===== src/rtl/assert_pkg.sv =====
`default_nettype none
// +----------------------------------------------------------------------+
// | assert_pkg : shared FSM encoding and width helper for the arbiter    |
// | Rev 1.0                                                              |
// +----------------------------------------------------------------------+
package assert_pkg;

   localparam logic [0:0] ST_IDLE = 1'b0;
   localparam logic [0:0] ST_SEND = 1'b1;

   function automatic int f_clog2(input int n);
      int r;
      r = 0;
      while ((1 << r) < n) r++;
      return r;
   endfunction

endpackage
`default_nettype wire


===== src/rtl/assert_event_arbiter_rr_pick.sv =====
`default_nettype none
// +----------------------------------------------------------------------+
// | rr_pick : combinational round-robin select, first request at or      |
// | above i_ptr (wrapping).                                  Rev 1.0     |
// +----------------------------------------------------------------------+
module rr_pick
   import assert_pkg::*;
#(
   parameter int NUM_SRC = 4,
   parameter int SRC_W   = f_clog2(NUM_SRC)
) (
   input  logic [NUM_SRC-1:0] i_req,
   input  logic [SRC_W-1:0]   i_ptr,
   output logic [SRC_W-1:0]   o_grant,
   output logic               o_any
);

   logic [SRC_W-1:0] w_grant;
   logic             w_any;
   logic [SRC_W:0]   w_sum;
   logic [SRC_W-1:0] w_idx;

   // Scan from the farthest offset down so the nearest request wins last.
   always_comb begin
      w_grant = '0;
      w_any   = 1'b0;
      w_sum   = '0;
      w_idx   = '0;
      for (int k = NUM_SRC - 1; k >= 0; k--) begin
         w_sum = {1'b0, i_ptr} + (SRC_W + 1)'(k);
         if (w_sum >= (SRC_W + 1)'(NUM_SRC))
            w_sum = w_sum - (SRC_W + 1)'(NUM_SRC);
         w_idx = w_sum[SRC_W-1:0];
         if (i_req[w_idx]) begin
            w_grant = w_idx;
            w_any   = 1'b1;
         end
      end
   end

   assign o_grant = w_grant;
   assign o_any   = w_any;

endmodule
`default_nettype wire


===== src/rtl/assert_event_arbiter.sv =====
`default_nettype none
// +----------------------------------------------------------------------+
// | assert_event_arbiter : time-stamps checker failures, serialises them |
// | round-robin onto a valid/ready channel, counts, raises halt.  Rev 1.0|
// +----------------------------------------------------------------------+
module assert_event_arbiter
   import assert_pkg::*;
#(
   parameter int NUM_SRC = 4,
   parameter int CYCLE_W = 16,
   parameter int CNT_W   = 8,
   localparam int SRC_W  = f_clog2(NUM_SRC)
) (
   input  logic               clk,
   input  logic               rst_n,
   input  logic               i_enable,
   input  logic               i_clear,
   input  logic [NUM_SRC-1:0] i_fail_in,
   input  logic [CNT_W-1:0]   i_fail_max,
   output logic               o_rpt_valid,
   input  logic               i_rpt_ready,
   output logic [SRC_W-1:0]   o_rpt_src,
   output logic [CYCLE_W-1:0] o_rpt_cycle,
   output logic [NUM_SRC-1:0] o_pending,
   output logic [CNT_W-1:0]   o_fail_count,
   output logic               o_overrun,
   output logic               o_halt_req
);

   localparam int SUM_W = CNT_W + SRC_W + 1;

   logic [0:0]         r_state;
   logic [0:0]         w_state_nxt;
   logic [CYCLE_W-1:0] r_cycle_cnt;
   logic [NUM_SRC-1:0] r_pending;
   logic [CYCLE_W-1:0] r_stamp [NUM_SRC];
   logic [SRC_W-1:0]   r_rr_ptr;
   logic [SRC_W-1:0]   r_rpt_src;
   logic [CYCLE_W-1:0] r_rpt_cycle;
   logic [CNT_W-1:0]   r_fail_count;
   logic               r_overrun;
   logic               r_halt_req;

   logic [NUM_SRC-1:0] w_event;
   logic [NUM_SRC-1:0] w_drain;
   logic [SRC_W:0]     w_popcnt;
   logic [SUM_W-1:0]   w_sum;
   logic [CNT_W-1:0]   w_cnt_nxt;
   logic               w_ovr_hit;
   logic [SRC_W-1:0]   w_grant;
   logic               w_any;
   logic               w_rpt_valid;
   logic               w_load;
   logic               w_accept;

   rr_pick #(
      .NUM_SRC (NUM_SRC),
      .SRC_W   (SRC_W)
   ) u_rr_pick (
      .i_req   (r_pending),
      .i_ptr   (r_rr_ptr),
      .o_grant (w_grant),
      .o_any   (w_any)
   );

   // ---------------- FSM ----------------
   always_ff @(posedge clk or negedge rst_n) begin
      if (!rst_n) r_state <= ST_IDLE;
      else        r_state <= w_state_nxt;
   end

   always_comb begin
      w_state_nxt = r_state;
      if (i_clear) begin
         w_state_nxt = ST_IDLE;
      end else begin
         case (r_state)
            ST_IDLE: if (w_any)       w_state_nxt = ST_SEND;
            ST_SEND: if (i_rpt_ready) w_state_nxt = ST_IDLE;
            default:                  w_state_nxt = ST_IDLE;
         endcase
      end
   end

   always_comb begin
      w_rpt_valid = (r_state == ST_SEND);
      w_load      = (r_state == ST_IDLE) && w_any && !i_clear;
      w_accept    = w_rpt_valid && i_rpt_ready && !i_clear;
   end

   // ---------------- Event qualification and counting ----------------
   always_comb begin
      w_event  = (i_enable && !i_clear) ? i_fail_in : '0;
      w_drain  = '0;
      w_popcnt = '0;
      for (int i = 0; i < NUM_SRC; i++) begin
         w_drain[i] = w_accept && (r_rpt_src == SRC_W'(i));
         w_popcnt   = w_popcnt + {{SRC_W{1'b0}}, w_event[i]};
      end
      w_ovr_hit = |(w_event & r_pending & ~w_drain);
      w_sum     = {{(SRC_W + 1){1'b0}}, r_fail_count} + {{CNT_W{1'b0}}, w_popcnt};
      w_cnt_nxt = (|w_sum[SUM_W-1:CNT_W]) ? {CNT_W{1'b1}} : w_sum[CNT_W-1:0];
   end

   always_ff @(posedge clk or negedge rst_n) begin
      if (!rst_n) begin
         r_cycle_cnt  <= '0;
         r_fail_count <= '0;
         r_overrun    <= 1'b0;
         r_halt_req   <= 1'b0;
      end else if (i_clear) begin
         r_cycle_cnt  <= '0;
         r_fail_count <= '0;
         r_overrun    <= 1'b0;
         r_halt_req   <= 1'b0;
      end else begin
         if (i_enable) r_cycle_cnt <= r_cycle_cnt + 1'b1;
         r_fail_count <= w_cnt_nxt;
         if (w_ovr_hit) r_overrun <= 1'b1;
         if ((i_fail_max != '0) && (w_cnt_nxt >= i_fail_max)) r_halt_req <= 1'b1;
      end
   end

   // A source drained in the same cycle it fails again re-latches with a fresh stamp.
   always_ff @(posedge clk or negedge rst_n) begin
      if (!rst_n) begin
         r_pending <= '0;
         for (int i = 0; i < NUM_SRC; i++) r_stamp[i] <= '0;
      end else if (i_clear) begin
         r_pending <= '0;
         for (int i = 0; i < NUM_SRC; i++) r_stamp[i] <= '0;
      end else begin
         for (int i = 0; i < NUM_SRC; i++) begin
            if (w_event[i] && (!r_pending[i] || w_drain[i])) begin
               r_pending[i] <= 1'b1;
               r_stamp[i]   <= r_cycle_cnt;
            end else if (w_drain[i]) begin
               r_pending[i] <= 1'b0;
            end
         end
      end
   end

   // ---------------- Report holding registers ----------------
   always_ff @(posedge clk or negedge rst_n) begin
      if (!rst_n) begin
         r_rpt_src   <= '0;
         r_rpt_cycle <= '0;
         r_rr_ptr    <= '0;
      end else if (i_clear) begin
         r_rpt_src   <= '0;
         r_rpt_cycle <= '0;
         r_rr_ptr    <= '0;
      end else begin
         if (w_load) begin
            r_rpt_src   <= w_grant;
            r_rpt_cycle <= r_stamp[w_grant];
         end
         if (w_accept) begin
            if (r_rpt_src == SRC_W'(NUM_SRC - 1)) r_rr_ptr <= '0;
            else                                  r_rr_ptr <= r_rpt_src + 1'b1;
         end
      end
   end

   assign o_rpt_valid  = w_rpt_valid;
   assign o_rpt_src    = r_rpt_src;
   assign o_rpt_cycle  = r_rpt_cycle;
   assign o_pending    = r_pending;
   assign o_fail_count = r_fail_count;
   assign o_overrun    = r_overrun;
   assign o_halt_req   = r_halt_req;

endmodule
`default_nettype wire


===== config.mk =====
export PLATFORM = sky130hd
export DESIGN_NAME = assert_event_arbiter
export DESIGN_NICKNAME = d
export VERILOG_FILES = /design/src/rtl/assert_pkg.sv /design/src/rtl/assert_event_arbiter_rr_pick.sv /design/src/rtl/assert_event_arbiter.sv
export SDC_FILE = /design/constraint.sdc
export NUM_CORES = 1
export LEC_CHECK = 0
export BUFFER_PORTS_ARGS = -buffer_cell sky130_fd_sc_hd__buf_2
export CAP_MARGIN = 20
export CORE_AREA = 5 5 141 143
export CTS_CLUSTER_SIZE = 12
export DETAILED_ROUTE_END_ITERATION = 12
export DIE_AREA = 0 0 146 148
export SYNTH_ARGS = -nofsm -noshare
export SYNTH_HDL_FRONTEND = slang
export SYNTH_SLANG_ARGS = --single-unit

===== constraint.sdc =====
create_clock -name clk -period 4.25 [get_ports clk]
set_input_delay 0.2125 -clock clk [delete_from_list [all_inputs] [get_ports clk]]
set_output_delay 0.2125 -clock clk [all_outputs]
set_load 0.005 [all_outputs]

# Word level (Yosys, flattened, before mapping)
# Index checks and enable logic that the tools add are counted.
[totals]
regBits = 115
inputBits = 17
elab_cells = 144
[op_classes]
n_addsub = 13
order_cmp = 10
n_eq_ne = 3
muxes = 57
bitwise = 5
n_reduce_logical = 40
[ops]
columns = ["cell", "n"]
rows = [
  ["2-to-1 mux 16 bit", 10],
  ["2-to-1 mux 64 bit", 1],
  ["binary-select mux 16 bit (select 2 bit)", 1],
  ["2-to-1 mux 2 bit", 13],
  ["2-to-1 mux 1 bit", 23],
  ["nonzero test 2 bit", 9],
  ["adder 16 x 1 -> 16 bit (second input constant)", 1],
  ["2-to-1 mux 8 bit", 2],
  ["logical AND 1 bit", 14],
  [">= comparator 3 bit (second input constant)", 4],
  ["less-than comparator 2 x 3 -> 1 bit (second input constant)", 4],
  ["nonzero test 3 bit", 4],
  ["adder 8 x 3 -> 9 bit", 1],
  ["AND 4 bit", 2],
  ["binary-select mux 1 bit (select 2 bit)", 4],
  [">= comparator 8 bit", 1],
  ["2-to-1 mux 4 bit", 2],
  ["nonzero test 8 bit", 1],
  ["subtractor 2 x 1 -> 2 bit (second input constant)", 4],
  ["adder 2 x 2 -> 3 bit (second input constant)", 2],
  ["zero test 1 bit", 5],
  ["equality test 2 bit (second input constant)", 2],
  ["logical OR 1 bit", 4],
  ["NOT 4 bit", 1],
  ["13 further kinds", 13],
]

# Depth between registers and ports, before layout
# Gate-level depths: netlist of the first run.
[logic_depth]
ltp_word = 15
mapped_depth = 18
depth_no_buf = 16

# Hierarchy
# A second synthesis of the first run with hierarchy kept.
[hier_totals]
hier_cells = 468
area_unflattened_um2 = 5811.8
[by_module_without_submodules]
columns = ["mod", "n_inst", "cells_each", "area_each_um2", "seq_area_each_um2"]
rows = [
  ["assert_event_arbiter", 1, 455, 5734.2, 2877.8],
  ["rr_pick", 1, 13, 77.6, 0.0],
]

# Worst setup path after synthesis of the first run
# OpenSTA, ideal clock, no wires.
[synth_path]
path_kind = "input -> register"
from = "in i_enable"
to = "reg r_halt_req, in the netlist o_halt_req"
setup_time_ps = 130
arrival_ps = 3762
t_required_ps = 4120
setup_slack_ps = 358
path_stages = 18
path_cell_list = "buf_2 and2b_1 buf_2 nand2_1 fa_1 fa_1 inv_1 fa_1 and3_1 and3_1 nand3_1 and2_1 ha_1 nand2b_1 a21o_1 a21o_1 a41oi_1 o21ai_0"
[synth_between]
elab_chain_len = 11
[synth_lines]
columns = ["element", "line", "source"]
rows = [
  ["start, declared", "assert_event_arbiter.sv:16", "input logic i_enable,"],
  ["logical AND 1 bit *", "assert_event_arbiter.sv:93", "w_event = (i_enable && !i_clear) ? i_fail_in : '0;"],
  ["2-to-1 mux 4 bit *", "assert_event_arbiter.sv:93", ""],
  ["adder 1 x 1 -> 2 bit", "assert_event_arbiter.sv:98", "w_popcnt = w_popcnt + {{SRC_W{1'b0}}, w_event[i]};"],
  ["adder 2 x 1 -> 3 bit", "assert_event_arbiter.sv:98", ""],
  ["adder 3 x 1 -> 3 bit *", "assert_event_arbiter.sv:98", ""],
  ["adder 8 x 3 -> 9 bit *", "assert_event_arbiter.sv:101", "w_sum = {{(SRC_W + 1){1'b0}}, r_fail_count} + {{CNT_W{1'b0}}, w_popcnt};"],
  ["OR reduction 3 bit", "assert_event_arbiter.sv:102", "w_cnt_nxt = (|w_sum[SUM_W-1:CNT_W]) ? {CNT_W{1'b1}} : w_sum[CNT_W-1:0];"],
  ["2-to-1 mux 8 bit *", "assert_event_arbiter.sv:102", ""],
  [">= comparator 8 bit *", "assert_event_arbiter.sv:120", "if ((i_fail_max != '0) && (w_cnt_nxt >= i_fail_max)) r_halt_req <= 1'b1;"],
  ["logical AND 1 bit *", "assert_event_arbiter.sv:120", ""],
  ["nonzero test 2 bit (no source line) *", "-", ""],
  ["end signal, assigned", "assert_event_arbiter.sv:110", "r_halt_req <= 1'b0;"],
  ["end signal, assigned", "assert_event_arbiter.sv:115", "r_halt_req <= 1'b0;"],
  ["end signal, assigned", "assert_event_arbiter.sv:120", ""],
  ["end, declared", "assert_event_arbiter.sv:42", "logic r_halt_req;"],
]
# Mark *: on every way between the ends. The rest lies on a longest branch, timed or not.
# A chain may end at the register's enable or synchronous reset.

# Worst setup path in the final report of the first run
[layout_path]
from = "reg r_fail_count[0], in the netlist o_fail_count[0]"
to = "reg r_halt_req, in the netlist o_halt_req"
[layout_between]
elab_chain_len = 6
[layout_lines]
columns = ["element", "line", "source"]
rows = [
  ["start, declared", "assert_event_arbiter.sv:40", "logic [CNT_W-1:0] r_fail_count;"],
  ["start signal, assigned", "assert_event_arbiter.sv:118", "r_fail_count <= w_cnt_nxt;"],
  ["adder 8 x 3 -> 9 bit *", "assert_event_arbiter.sv:101", ""],
  ["OR reduction 3 bit", "assert_event_arbiter.sv:102", ""],
  ["2-to-1 mux 8 bit *", "assert_event_arbiter.sv:102", ""],
  [">= comparator 8 bit *", "assert_event_arbiter.sv:120", ""],
  ["logical AND 1 bit *", "assert_event_arbiter.sv:120", ""],
  ["nonzero test 2 bit (no source line) *", "-", ""],
]
# Marks and branches as above.

==> summary.md, run 1 <==
| Metric | Value |
|---|---|
| Hold path start | i_fail_in[0] |
| Clk_lat worst skew | ~0.40 ns |
| DRC Markers | 0 |
| RSZ-0062 raised after global routing | no |
| Synthesized area | a little under 6000 µm² |
| Worst Hold Path EP | o_pending[0] |
| Post-synthesis sequential area ratio | 0.499 |
| Syn Area/Cell | roughly 11 µm² |
| Gr ovfl total | 0 |
| Mux share of post-synthesis cell area | 0.146 |
| Crit path largest cell delay | roughly 0.5 ns |
| H-tree depth | 4 |
| Initial antenna violation count | 0 |
| Drt wl/cell | around 16 µm |
| Critical R2R Capture | o_halt_req |
| Setup Viol. Count Final | 0 |
| Most area-consuming cells after synthesis | dfrtp_1 (50%), mux2i_1 (14%), nor2_1 (4.9%) |
| Die height | ~150 µm |
| Synthesized-area fraction occupied by adder cells | 0.0408 |
| Setup_tns | 0 ns |
| Initial drt markers | between 300 and 400 |
| Worst clock skew | 0.0115 ns |
| HPWL Detailed | roughly 8500 µm |
| Multi-input gate area | 2680 µm² |
| FMAX | 288 MHz |
| Status | completed |
| Routability cong. | 0.828 |
| Total CTS buffers | 17 |
| Layout cell share with drive strength beyond 1 | 0.186 |
| Cell with the most instances after synthesis | dfrtp_1 |
| PD cells | about 400 nW/µm² |
| Worst R2R Path Depth | 15 |
| Die X-Extent | about 150 µm |
| Die ar. | approximately 22,000 µm² |
| Synth async-reset ratio | 1.00 |
| Worst Path Required | ~4.5 ns |
| Critical Path Source Type | register |
| Final cycle utilization of the critical path | 0.818 |
| CTS tree | yes |
| Antenna-violating nets left | 0 |
| Min cycle time layout | about 3.5 ns |
| Vias in the first global route | between 4,000 and 5,000 |
| Port Buffer Count | 49 |
| LEAKAGE | slightly above 3 nW |
| P&R area growth vs syn | 17.1% |
| First-pass iteration count of the detailed router | 6 |
| Cell Rows | 50 |
| Synth area leader | dfrtp_1 |
| Crit Path Max Fanout | 3 |
| Synth cell count leaders | dfrtp_1 (115), mux2i_1 (83), nor2_1 (75) |
| Mapped Cells | about 540 |
| Boundary Pins | 50 |
| CP Capture Type | register |
| First-pass GRT wire length | roughly 23,000 µm |
| Post-synth top area share | 0.499 |
| CP Cell Sequence | inv_1, fa_1, fa_1, inv_1, fa_1, and3_1, and3_1, nand3_1, and2_1, ha_1, nand2b_1, a21o_1, a21o_1, a41oi_1, o21ai_0 |
| Initial core utilization | 0.313 |
| Max VDD drop | around 0.00023 V |
| Vias per std cell | between 4 and 5 |
| Slew @ Worst Pin | between 0.9 and 1 ns |
| Yosys warns | 0 |
| Max-slew violations | 0 |
| Antenna diode count | 0 |
| Seq. cell area | between 2000 and 3000 µm² |
| Yosys reg bits | 115 |
| Main synth FF type | dfrtp_1 |
| Post-Synth Simple-Gate Area | 0.147 |
| Routed vias | between 4,000 and 5,000 |
| Clock Pin Slew Worst Setup and Hold Paths | approximately 0.05 ns |
| Net total in the final layout | between 600 and 700 |
| Core footprint | around 18,000 µm² |
| Post-synth cell types | 46 |
| Hold Path Class | input port to register |
| Critical path class | register to register |
| Post-synth EDFFs | 0 |
| CTS root buffer | clkbuf_16 |
| First element of the critical path | o_fail_count[0] |
| Post-Synthesis Net Count | approximately 570 |
| Layout Utilization | 0.366 |
| Clk sinks | around 120 |
| Post-CTS Setup Bufs | 0 |
| Main combinational cell family by area after synthesis | simple AND/OR/NAND/NOR gates |
| CP arrival | about 3.8 ns |
| XOR/XNOR Fraction of Synth Area | 0.0288 |
| Final wirelength | between 10,000 and 15,000 µm |
| Fin. Hold Viols | 0 |
| FF-to-FF Start | o_fail_count[0] |
| Slowest-stage cell, CP | fa_1 |
| R2r setup slk | about 0.77 ns |
| Largest net degree at the start of global routing | 84 |
| Maximum capacitance violations | 0 |
| CTS Buffer Depth | 2 |
| Synth Area in Compound Gates | 0.0995 |
| CP most frequent cell | fa_1 |
| # fillers | approximately 1,800 |
| Hold buffers post-CTS | 1 |
| Worst Hold Path Cells | 2 |
| CTS resizes | 0 |
| Total Routing Usage GR | 0.130 |
| Worst slew margin | 0.362 |
==> sequential cells by signal (all words and copies together), names as in the netlist <==
signal	count
o_rpt_valid	1
r_cycle_cnt	16
o_rpt_cycle	16
o_pending	4
r_stamp	64
o_fail_count	8
o_rpt_src	2
o_halt_req	1
o_overrun	1
r_rr_ptr	2
==> power by group <==
part           total, mW  leakage (nW)  internal [mW]  switching [mW]
Sequential          1.14          1.60           1.11          0.0236
Combinational      0.258          1.20         0.0910           0.167
Clock               1.31         0.274          0.858           0.457
==> routing by layer <==
layer / routed length [µm] / GRT usage / up-vias
li1: - / - / 1935
met4: 78 / 0.0376 / 0
met1: 6000 / 0.168 / 2070
met5: 0 / 0 / -
met2: 6770 / 0.217 / 84
met3: 645 / 0.0328 / 6
==> area by class of cell <==
class	instances	area share
Clock buffer	26	0.0739
Sequential cell	115	0.426
Tap cell	234	0.0433
Multi-Input combinational cell	376	0.397
Timing Repair Buffer	56	0.0448
Inverter	14	0.00778
Clock inverter	5	0.00741
==> cell usage in the layout, fill, tap and decap left out, types with 2 or more instances in the layout <==
cell type / n
clkinv_2: 4
mux2i_1: 83
clkbuf_8: 4
o221ai_2: 16
o21ai_0: 20
xnor2_1: 6
dfrtp_1: 115
and2_1: 4
nor2_4: 3
a21oi_1: 11
clkbuf_16: 17
nand2b_1: 5
buf_4: 7
nor3_1: 2
fa_1: 3
inv_1: 14
a21o_1: 3
a21boi_2: 3
nand4_1: 5
nor4_1: 2
nand3_1: 9
buf_2: 48
nor2b_1: 2
nor2_1: 75
ha_1: 14
clkbuf_1: 5
a41oi_1: 2
nand2_1: 68
and3_1: 7
a22o_1: 3
xor2_1: 13
==> cell families (layout without fill, tap and decap cells) <==
kind of cell | count (synthesis) | in the layout
AND/OR/NAND/NOR | 190 | 190
AO/OA/AOI/OAI | 66 | 66
XOR/XNOR | 19 | 19
multiplexers | 84 | 84
adder cells (fa/ha/maj) | 17 | 17
flip-flops | 115 | 115
buffers and inverters | 46 | 101
==> per-stage QoR <==
stage	setup WS, ns	std cells	power (mW)	instance area [µm²]	hold slack, ns
finish	0.773	826	2.71	6760	0.0643
global route	0.494	826	2.82	6760	0.0654
CTS	0.763	826	2.74	6760	0.0501
detailed placement	0.405	794	1.42	6200	0.418
global placement	0.536	794	1.41	6200	0.390
floorplan	0.358	537	1.32	5770	-0.0831
==> worst max path at each step <==
| stage | to | slack (ns) | cells after the start |
|---|---|---|---|
| floorplan | o_halt_req | 0.36 | 18 |
| global placement | o_halt_req | 0.54 | 17 |
| detailed placement | o_halt_req | 0.40 | 17 |
| CTS | o_halt_req | 0.76 | 15 |
| global route | o_halt_req | 0.49 | 15 |
| finish | o_halt_req | 0.77 | 15 |
==> worst max-delay path: cells and delay by family, from the launching register on <==
family                   cells  cell delay [ns]
AO/OA/AOI/OAI                4             0.62
adder cells (fa/ha/maj)      4             1.40
buffers and inverters        2             0.14
flip-flops                   1             0.33
AND/OR/NAND/NOR              5             0.85
No activity file was read; power rests on OpenSTA's default activity.
==> inputs of run 2 (changes only) <==
- ABC_AREA: unset -> 1
- CORE_AREA: 5 5 141 143 -> 5 5 142 144
- DIE_AREA: 0 0 146 148 -> 0 0 147 149
- clock period: 4.25 -> 3 ns (I/O delays scaled with it)
==> run 2 against run 1 <==
  * The run now ends with negative setup slack left
  * Flip-flop and latch count unchanged
  * Cell count increased by 19%
  * Register-to-register slack got worse by 1.0 ns
  * Clock power increased by 59%
  * Sequential share of layout area decreased by 3.4 points
  * Largest cell class unchanged
  * Largest power group unchanged
==> summary.md, run 2 <==
| Metric | Value |
|---|---|
| Status | finished, violations left (was completed) |
| Failing checks | negative setup slack |
| Final cycle utilization of the critical path | 1.09 (was 0.818) |
| Most area-consuming cells after synthesis | dfrtp_1 (49%), mux2_2 (10%), nand2_1 (9.3%) (was dfrtp_1 (50%), mux2i_1 (14%), nor2_1 (4.9%)) |
| Initial drt markers | 276 (was 324) |
| Largest Register | r_stamp (unchanged) |
| Post-synth cell types | 36 (was 46) |
| Synth cell count leaders | nand2_1 (145), dfrtp_1 (115), nand3_1 (107) (was dfrtp_1 (115), mux2i_1 (83), nor2_1 (75)) |
| HPWL Detailed | 9790 µm (was 8550 µm) |
| Vias per std cell | 4.84 (was 4.96) |
| Critical Path End | o_halt_req (unchanged) |
| CTS Buffer Depth | 2 (unchanged) |
| Antenna-violating nets left | 0 (unchanged) |
| H-tree depth | 4 (unchanged) |
| Placed cells | 947 (was 794) |
| CP Cell Sequence | inv_2, fa_1, fa_2, inv_2, fa_2, nand2_2, buf_4, buf_4, nor2_1, inv_1, or2_2, nand3_4, ha_4, nand2_4, nor2_4, nand4_1, o2111ai_2, o21ai_1, a21oi_1 (was inv_1, fa_1, fa_1, inv_1, fa_1, and3_1, and3_1, nand3_1, and2_1, ha_1, nand2b_1, a21o_1, a21o_1, a41oi_1, o21ai_0) |
| Max-slew violations | 0 (unchanged) |
| P&R area growth vs syn | 25.0% (was 17.1%) |
| Fin. Hold Viols | 0 (unchanged) |
| PD cells | 609 nW/µm² (was 401 nW/µm²) |
| Area post-placement | 6580 µm² (was 6200 µm²) |
| Post-synth top area share | 0.489 (was 0.499) |
| Layout cell share with drive strength beyond 1 | 0.284 (was 0.186) |
| Initial core utilization | 0.316 (was 0.313) |
| Drt wl/cell | 14.8 µm (was 16.3 µm) |
| RSZ-0062 raised after global routing | yes (was no) |
| Port Buffer Count | 49 (unchanged) |
| Boundary Pins | 50 (unchanged) |
| Multi-input gate area | 2760 µm² (was 2680 µm²) |
| Seq. cell area | 2880 µm² (unchanged) |
| Slowest-stage cell, CP | fa_1 (unchanged) |
| Syn Area/Cell | 8.98 µm² (was 10.7 µm²) |
| CP arrival | 3.54 ns (was 3.75 ns) |
| Initial antenna violation count | 0 (unchanged) |
| Place WS | -0.409 ns (was 0.405 ns) |
| Gr ovfl total | 0 (unchanged) |
| Die X-Extent | 147 µm (was 146 µm) |
| CTS tree | yes (unchanged) |
| Routability cong. | 0.777 (was 0.828) |
| First-pass iteration count of the detailed router | 5 (was 6) |
| Non-filler cells, final | 983 (was 826) |
| Slew @ Worst Pin | 0.695 ns (was 0.956 ns) |
| Net Sw Power | 1.26 mW (was 0.647 mW) |
| First-pass GRT wire length | 24,300 µm (was 22,700 µm) |
| Most frequent cells in the layout | nand2_1 (138), dfrtp_1 (115), nand3_1 (103), inv_1 (60), mux2_2 (52) (was dfrtp_1 (115), mux2i_1 (83), nor2_1 (75), nand2_1 (68), buf_2 (48)) |
| Routed vias | 4,760 (was 4,095) |
| R2r setup slk | -0.27 ns (was 0.77 ns) |
| Post-Synthesis Net Count | 689 (was 571) |
| Main synth FF type | dfrtp_1 (unchanged) |
| Critical path's top delay family | adder cells (unchanged) |
| Worst Path Required | 3.27 ns (was 4.52 ns) |
| Net total in the final layout | 770 (was 614) |
| Post-synth EDFFs | 0 (unchanged) |
| Core footprint | 18,600 µm² (was 18,500 µm²) |
| CP Capture Type | register (unchanged) |
| Worst clock skew | 0.00977 ns (was 0.0115 ns) |
| Critical path class | register to register (unchanged) |
| Final worst slack | -0.266 ns (was 0.773 ns) |
| Most common cell after layout, fill and taps aside | nand2_1 (was dfrtp_1) |
| FMAX | 306 MHz (was 288 MHz) |
| CTS root buffer | clkbuf_16 (unchanged) |
| Cell with the most instances after synthesis | nand2_1 (was dfrtp_1) |
| Synth area leader | dfrtp_1 (unchanged) |
| Worst slew margin | 0.536 (was 0.362) |
| Cell Rows | 50 (unchanged) |
| Critical Path Source Type | register (unchanged) |
| # fillers | 1,829 (was 1,755) |
| Final wirelength | 14,600 µm (was 13,500 µm) |
| Hold Path Class | input port to register (unchanged) |
| Synth async-reset ratio | 1.00 (unchanged) |
| Worst R2R Path Depth | 19 (was 15) |
| Min cycle time layout | 3.27 ns (was 3.48 ns) |
| Total CTS buffers | 17 (unchanged) |
| Clock network fraction of total power | 0.466 (was 0.485) |
| Setup Viol. Count Final | 1 (was 0) |
| Die ar. | 21,900 µm² (was 21,600 µm²) |
| Max FFs per register | 64 (unchanged) |
| Hold WS | 0.0609 ns (was 0.0643 ns) |
| Worst Hold Path Cells | 3 (was 2) |
| Crit Path Max Fanout | 2 (was 3) |
| Pint | 3.21 mW (was 2.06 mW) |
| Critical R2R Capture | o_halt_req (unchanged) |
| DRC Markers | 0 (unchanged) |
| Worst path bufs/invs | 5 (was 2) |
| Largest net degree at the start of global routing | 65 (was 84) |
| Clk sinks | 115 (unchanged) |
| Power Total | 4.47 mW (was 2.71 mW) |
| Crit path largest cell delay | 0.43 ns (was 0.50 ns) |
| Clock Pin Slew Worst Setup and Hold Paths | 0.06 ns (was 0.05 ns) |
| Seq pwr share | 0.374 (was 0.420) |
| Yosys reg bits | 115 (unchanged) |
| Max VDD drop | 0.000352 V (was 0.000228 V) |
| Total Routing Usage GR | 0.138 (was 0.130) |
| First element of the critical path | o_fail_count[0] (unchanged) |
| Post-synthesis sequential area ratio | 0.489 (was 0.499) |
| Mapped Cells | 655 (was 537) |
| Maximum capacitance violations | 0 (unchanged) |
| Final instance area | 7350 µm² (was 6760 µm²) |
| Antenna diode count | 0 (unchanged) |
| Combinational share of power | 0.160 (was 0.095) |
| Vias in the first global route | 4,862 (was 4,285) |
| FF-to-FF Start | o_fail_count[0] (unchanged) |
| LEAKAGE | 3.68 nW (was 3.07 nW) |
| Sw frac | 0.283 (was 0.239) |
| Synthesized area | 5880 µm² (was 5770 µm²) |
| Clk_lat worst skew | 0.41 ns (was 0.40 ns) |
| Yosys warns | 0 (unchanged) |
| Cell depth of the worst setup path | 19 (was 15) |
| Die height | 149 µm (was 148 µm) |
[run 2: final cells by class]
cell class,count,share of cell area
inverters,65,0.0332
flip-flops and latches,115,0.392
repair buffers,87,0.0756
clock buffers,18,0.0598
well taps,234,0.0398
clock inverters,14,0.0240
multi-input cells,450,0.376
[run 2: logic make-up (layout without fill, tap and decap cells)]
group           Yosys count  in the layout  share of synthesized area
buf+inv                  90            184                     0.0711
simple gates            321            321                      0.242
xor+xnor                  1              1                    0.00149
fa+ha+maj                17             17                     0.0400
compound gates           59             59                     0.0566
mux                      52             52                     0.0996
flops                   115            115                      0.489
[run 2: power groups by stage]
stage / Combinational [mW] / Sequential (mW) / Clock (mW)
6_report: 0.715 / 1.67 / 2.08
5_1_grt: 0.808 / 1.68 / 2.20
4_1_cts: 0.721 / 1.67 / 2.12
3_5_place_dp: 0.714 / 1.70 / 0
3_3_place_gp: 0.706 / 1.70 / 0
2_1_floorplan: 0.474 / 1.70 / 0
[run 2: tightest hold or removal path: stages]
cell and delay (ns):
buf_2 0.09, nand2_1 0.10, o21ai_0 0.09
[run 2: worst min-delay path by stage]
stage                        startpoint              end
after floorplan                   rst_n  o_fail_count[0]
after global placement            rst_n       o_halt_req
after detailed placement          rst_n       o_halt_req
after CTS                 i_fail_max[2]       o_halt_req
after global routing      i_fail_max[2]       o_halt_req
final                      i_fail_in[3]     o_pending[3]
[run 2: what timing repair did]
| item | in CTS | in global routing |
|---|---|---|
| pin swaps | 13 | 18 |
| endpoints found under the hold margin | 22 | 0 |
| hold buffers | 1 | 0 |
| setup buffers | 1 | 2 |
| gates resized for setup | 11 | 15 |
| cloned | 0 | 0 |
| setup endpoints to repair | 1 | 1 |
[run 2: metrics by stage]
step | setup TNS (ns) | util
6_report | -0.266 | 0.395
2_1_floorplan | -0.181 | -
4_1_cts | -0.197 | 0.390
3_5_place_dp | -0.409 | 0.354
5_1_grt | -0.434 | 0.395
3_3_place_gp | -0.278 | 0.354
[run 2: metal layers]
layer  routed length [µm]  share of wire  track usage
met5                    0              0            0
met4                  201          0.014       0.0485
met3                  522          0.036       0.0289
met2                 7590           0.52        0.247
met1                 6280           0.43        0.164
==> inputs of run 3 (changes only) <==
- CTS_CLUSTER_SIZE: 12 -> 28
- REMOVE_ABC_BUFFERS: unset -> 1
==> run 3 against run 2 <==
  * The flow still finishes with violations (negative setup slack)
  * Cell area decreased by 1.2%
  * Non-clock buffer count unchanged
  * First-iteration DRC count decreased by 13%
  * Worst hold slack got worse by 0.025 ns
  * Largest cell class unchanged
==> summary.md, run 3 (synthesis gave the netlist of run 2 again) <==
| Metric | Value |
|---|---|
| Clock Pin Slew Worst Setup and Hold Paths | 0.06 ns (about the same) |
| Worst slew margin | 0.506 (was 0.536) |
| Vias in the first global route | 4,748 (was 4,862) |
| Most common cell after layout, fill and taps aside | nand2_1 (unchanged) |
| Power Total | 4.51 mW (was 4.47 mW) |
| Max-slew violations | 0 (unchanged) |
| RSZ-0062 raised after global routing | yes (unchanged) |
| Maximum capacitance violations | 0 (unchanged) |
| Drt wl/cell | 14.6 µm (was 14.8 µm) |
| Fin. Hold Viols | 0 (unchanged) |
| LEAKAGE | 3.64 nW (was 3.68 nW) |
| Die X-Extent | 147 µm (unchanged) |
| Critical path class | register to register (unchanged) |
| Critical path's top delay family | adder cells (unchanged) |
| CTS root buffer | clkbuf_16 (unchanged) |
| Status | finished, violations left (unchanged) |
| Initial drt markers | 240 (was 276) |
| First-pass GRT wire length | 24,200 µm (was 24,300 µm) |
| Antenna-violating nets left | 0 (unchanged) |
| H-tree depth | 4 (unchanged) |
| Final instance area | 7260 µm² (was 7350 µm²) |
| CTS Buffer Depth | 2 (unchanged) |
| Setup Viol. Count Final | 1 (unchanged) |
| Vias per std cell | 4.84 (about the same) |
| Place WS | -0.599 ns (was -0.409 ns) |
| Most frequent cells in the layout | nand2_1 (141), dfrtp_1 (115), nand3_1 (105), inv_1 (60), mux2_2 (52) (was nand2_1 (138), dfrtp_1 (115), nand3_1 (103), inv_1 (60), mux2_2 (52)) |
| Routed vias | 4,757 (was 4,760) |
| CP Capture Type | register (unchanged) |
| Final cycle utilization of the critical path | 1.05 (was 1.09) |
| Area post-placement | 6510 µm² (was 6580 µm²) |
| Critical Path Source Type | register (unchanged) |
| Die height | 149 µm (unchanged) |
| First-pass iteration count of the detailed router | 4 (was 5) |
| Failing checks | negative setup slack (unchanged) |
| Crit path largest cell delay | 0.44 ns (was 0.43 ns) |
| Die ar. | 21,900 µm² (unchanged) |
| Critical Path End | o_halt_req (unchanged) |
| Setup_tns | -0.163 ns (was -0.266 ns) |
| R2r setup slk | -0.16 ns (was -0.27 ns) |
| Critical R2R Capture | o_halt_req (unchanged) |
| Layout cell share with drive strength beyond 1 | 0.274 (was 0.284) |
| Clk_lat worst skew | 0.42 ns (was 0.41 ns) |
| Crit Path Max Fanout | 7 (was 2) |
| Port Buffer Count | 49 (unchanged) |
| Total Routing Usage GR | 0.136 (was 0.138) |
| Largest Register | r_stamp (unchanged) |
| Initial core utilization | 0.316 (unchanged) |
| Max VDD drop | 0.000286 V (was 0.000352 V) |
| Min cycle time layout | 3.16 ns (was 3.27 ns) |
| Cell depth of the worst setup path | 21 (was 19) |
| CP arrival | 3.45 ns (was 3.54 ns) |
| Initial antenna violation count | 0 (unchanged) |
| Max FFs per register | 64 (unchanged) |
| Slowest-stage cell, CP | fa_1 (unchanged) |
| Clk sinks | 115 (unchanged) |
| Layout Utilization | 0.391 (was 0.395) |
| CP most frequent cell | inv_2 |
| Boundary Pins | 50 (unchanged) |
| Core footprint | 18,600 µm² (unchanged) |
| Slew @ Worst Pin | 0.741 ns (was 0.695 ns) |
| Total CTS buffers | 17 (unchanged) |
| Antenna diode count | 0 (unchanged) |
| Largest net degree at the start of global routing | 63 (was 65) |
| P&R area growth vs syn | 23.5% (was 25.0%) |
| Worst Path Required | 3.28 ns (was 3.27 ns) |
| Final worst slack | -0.163 ns (was -0.266 ns) |
| FMAX | 316 MHz (was 306 MHz) |
| Worst R2R Path Depth | 21 (was 19) |
| Worst clock skew | 0.00974 ns (was 0.00977 ns) |
| First element of the critical path | o_fail_count[0] (unchanged) |
| Final wirelength | 14,400 µm (was 14,600 µm) |
| Net total in the final layout | 770 (unchanged) |
| Cell Rows | 50 (unchanged) |
| CTS tree | yes (unchanged) |
| CP Cell Sequence | inv_2, fa_1, fa_2, inv_2, fa_2, nand2_2, nor3_2, inv_1, nor2_1, inv_1, nor2_2, inv_2, buf_6, nand3_2, ha_4, nand2_2, nor2_2, nand4_1, o2111ai_1, o21ai_1, a21oi_1 (was inv_2, fa_1, fa_2, inv_2, fa_2, nand2_2, buf_4, buf_4, nor2_1, inv_1, or2_2, nand3_4, ha_4, nand2_4, nor2_4, nand4_1, o2111ai_2, o21ai_1, a21oi_1) |
| Routability cong. | 0.812 (was 0.777) |
| Hold Path Class | input port to register (unchanged) |
| PD cells | 622 nW/µm² (was 609 nW/µm²) |
| HPWL Detailed | 9330 µm (was 9790 µm) |
| Worst path bufs/invs | 6 (was 5) |
| Gr ovfl total | 0 (unchanged) |
| DRC Markers | 0 (unchanged) |
| FF-to-FF Start | o_fail_count[0] (unchanged) |
-- run 3: cell types whose count changed in the layout (fill, tap and decap cells not counted), sizes merged --
cell,previous run,this run
clkbuf,18,19
clkinv,7,3
clkinvlp,2,4
inv,67,68
-- run 3: cell type report --
cell class              instances  area (µm²)
clock buffers                  19         453
well taps                     234         293
flip-flops and latches        115        2880
repair buffers                 87         552
multi-input cells             450        2670
fillers                      1851       11300
inverters                      65         244
clock inverters                13         173
-- run 3: where the power goes --
group / internal, mW / switching, mW / leakage [nW]
logic: 0.246 / 0.464 / 1.76
registers: 1.62 / 0.0538 / 1.58
clock network: 1.36 / 0.765 / 0.293
-- run 3: metal layers --
metal	global-route usage	vias to the layer above	part of all wire	wire length, µm
li1	-	2338	-	-
met1	0.173	2296	0.44	6280
met2	0.229	99	0.50	7180
met3	0.0307	24	0.043	612
met4	0.0485	0	0.021	307
met5	0	-	0	0
-- run 3: worst min path at each step --
| stage | startpoint | endpoint | slack, ns | depth (start not counted) |
|---|---|---|---|---|
| after global routing | i_fail_max[2] | o_halt_req | 0.06 | 3 |
| after floorplan | rst_n | o_fail_count[0] | -0.15 | 0 |
| after detailed placement | rst_n | r_stamp[11] | 0.25 | 1 |
| after global placement | rst_n | r_stamp[11] | 0.26 | 1 |
| final | i_fail_max[2] | o_halt_req | 0.04 | 3 |
| after CTS | i_fail_max[2] | o_halt_req | 0.05 | 3 |
-- run 3: worst reg2reg max path: stages (launching register included) --
cell and delay, ns:
dfrtp_1 0.38, inv_2 0.06, fa_1 0.44, fa_2 0.38, inv_2 0.06, fa_2 0.19, nand2_2 0.06, nor3_2 0.17
inv_1 0.08, nor2_1 0.09, inv_1 0.07, nor2_2 0.13, inv_2 0.10, buf_6 0.13, nand3_2 0.06, ha_4 0.20
nand2_2 0.06, nor2_2 0.04, nand4_1 0.06, o2111ai_1 0.09, o21ai_1 0.09, a21oi_1 0.07
-- run 3: through the flow --
stage                     instances  hold slack [ns]
after CTS                       982           0.0481
after global placement          947            0.257
final                           983           0.0355
after floorplan                 630           -0.146
after detailed placement        947            0.253
after global routing            983           0.0603
-- run 3: what timing repair did --
item,CTS,global route
endpoints found under the setup margin,1,1
hold endpoints to repair,53,0
pin swaps,10,9
resized for setup,15,9
setup buffers,2,1
hold buffers,1,0
cloned,0,0
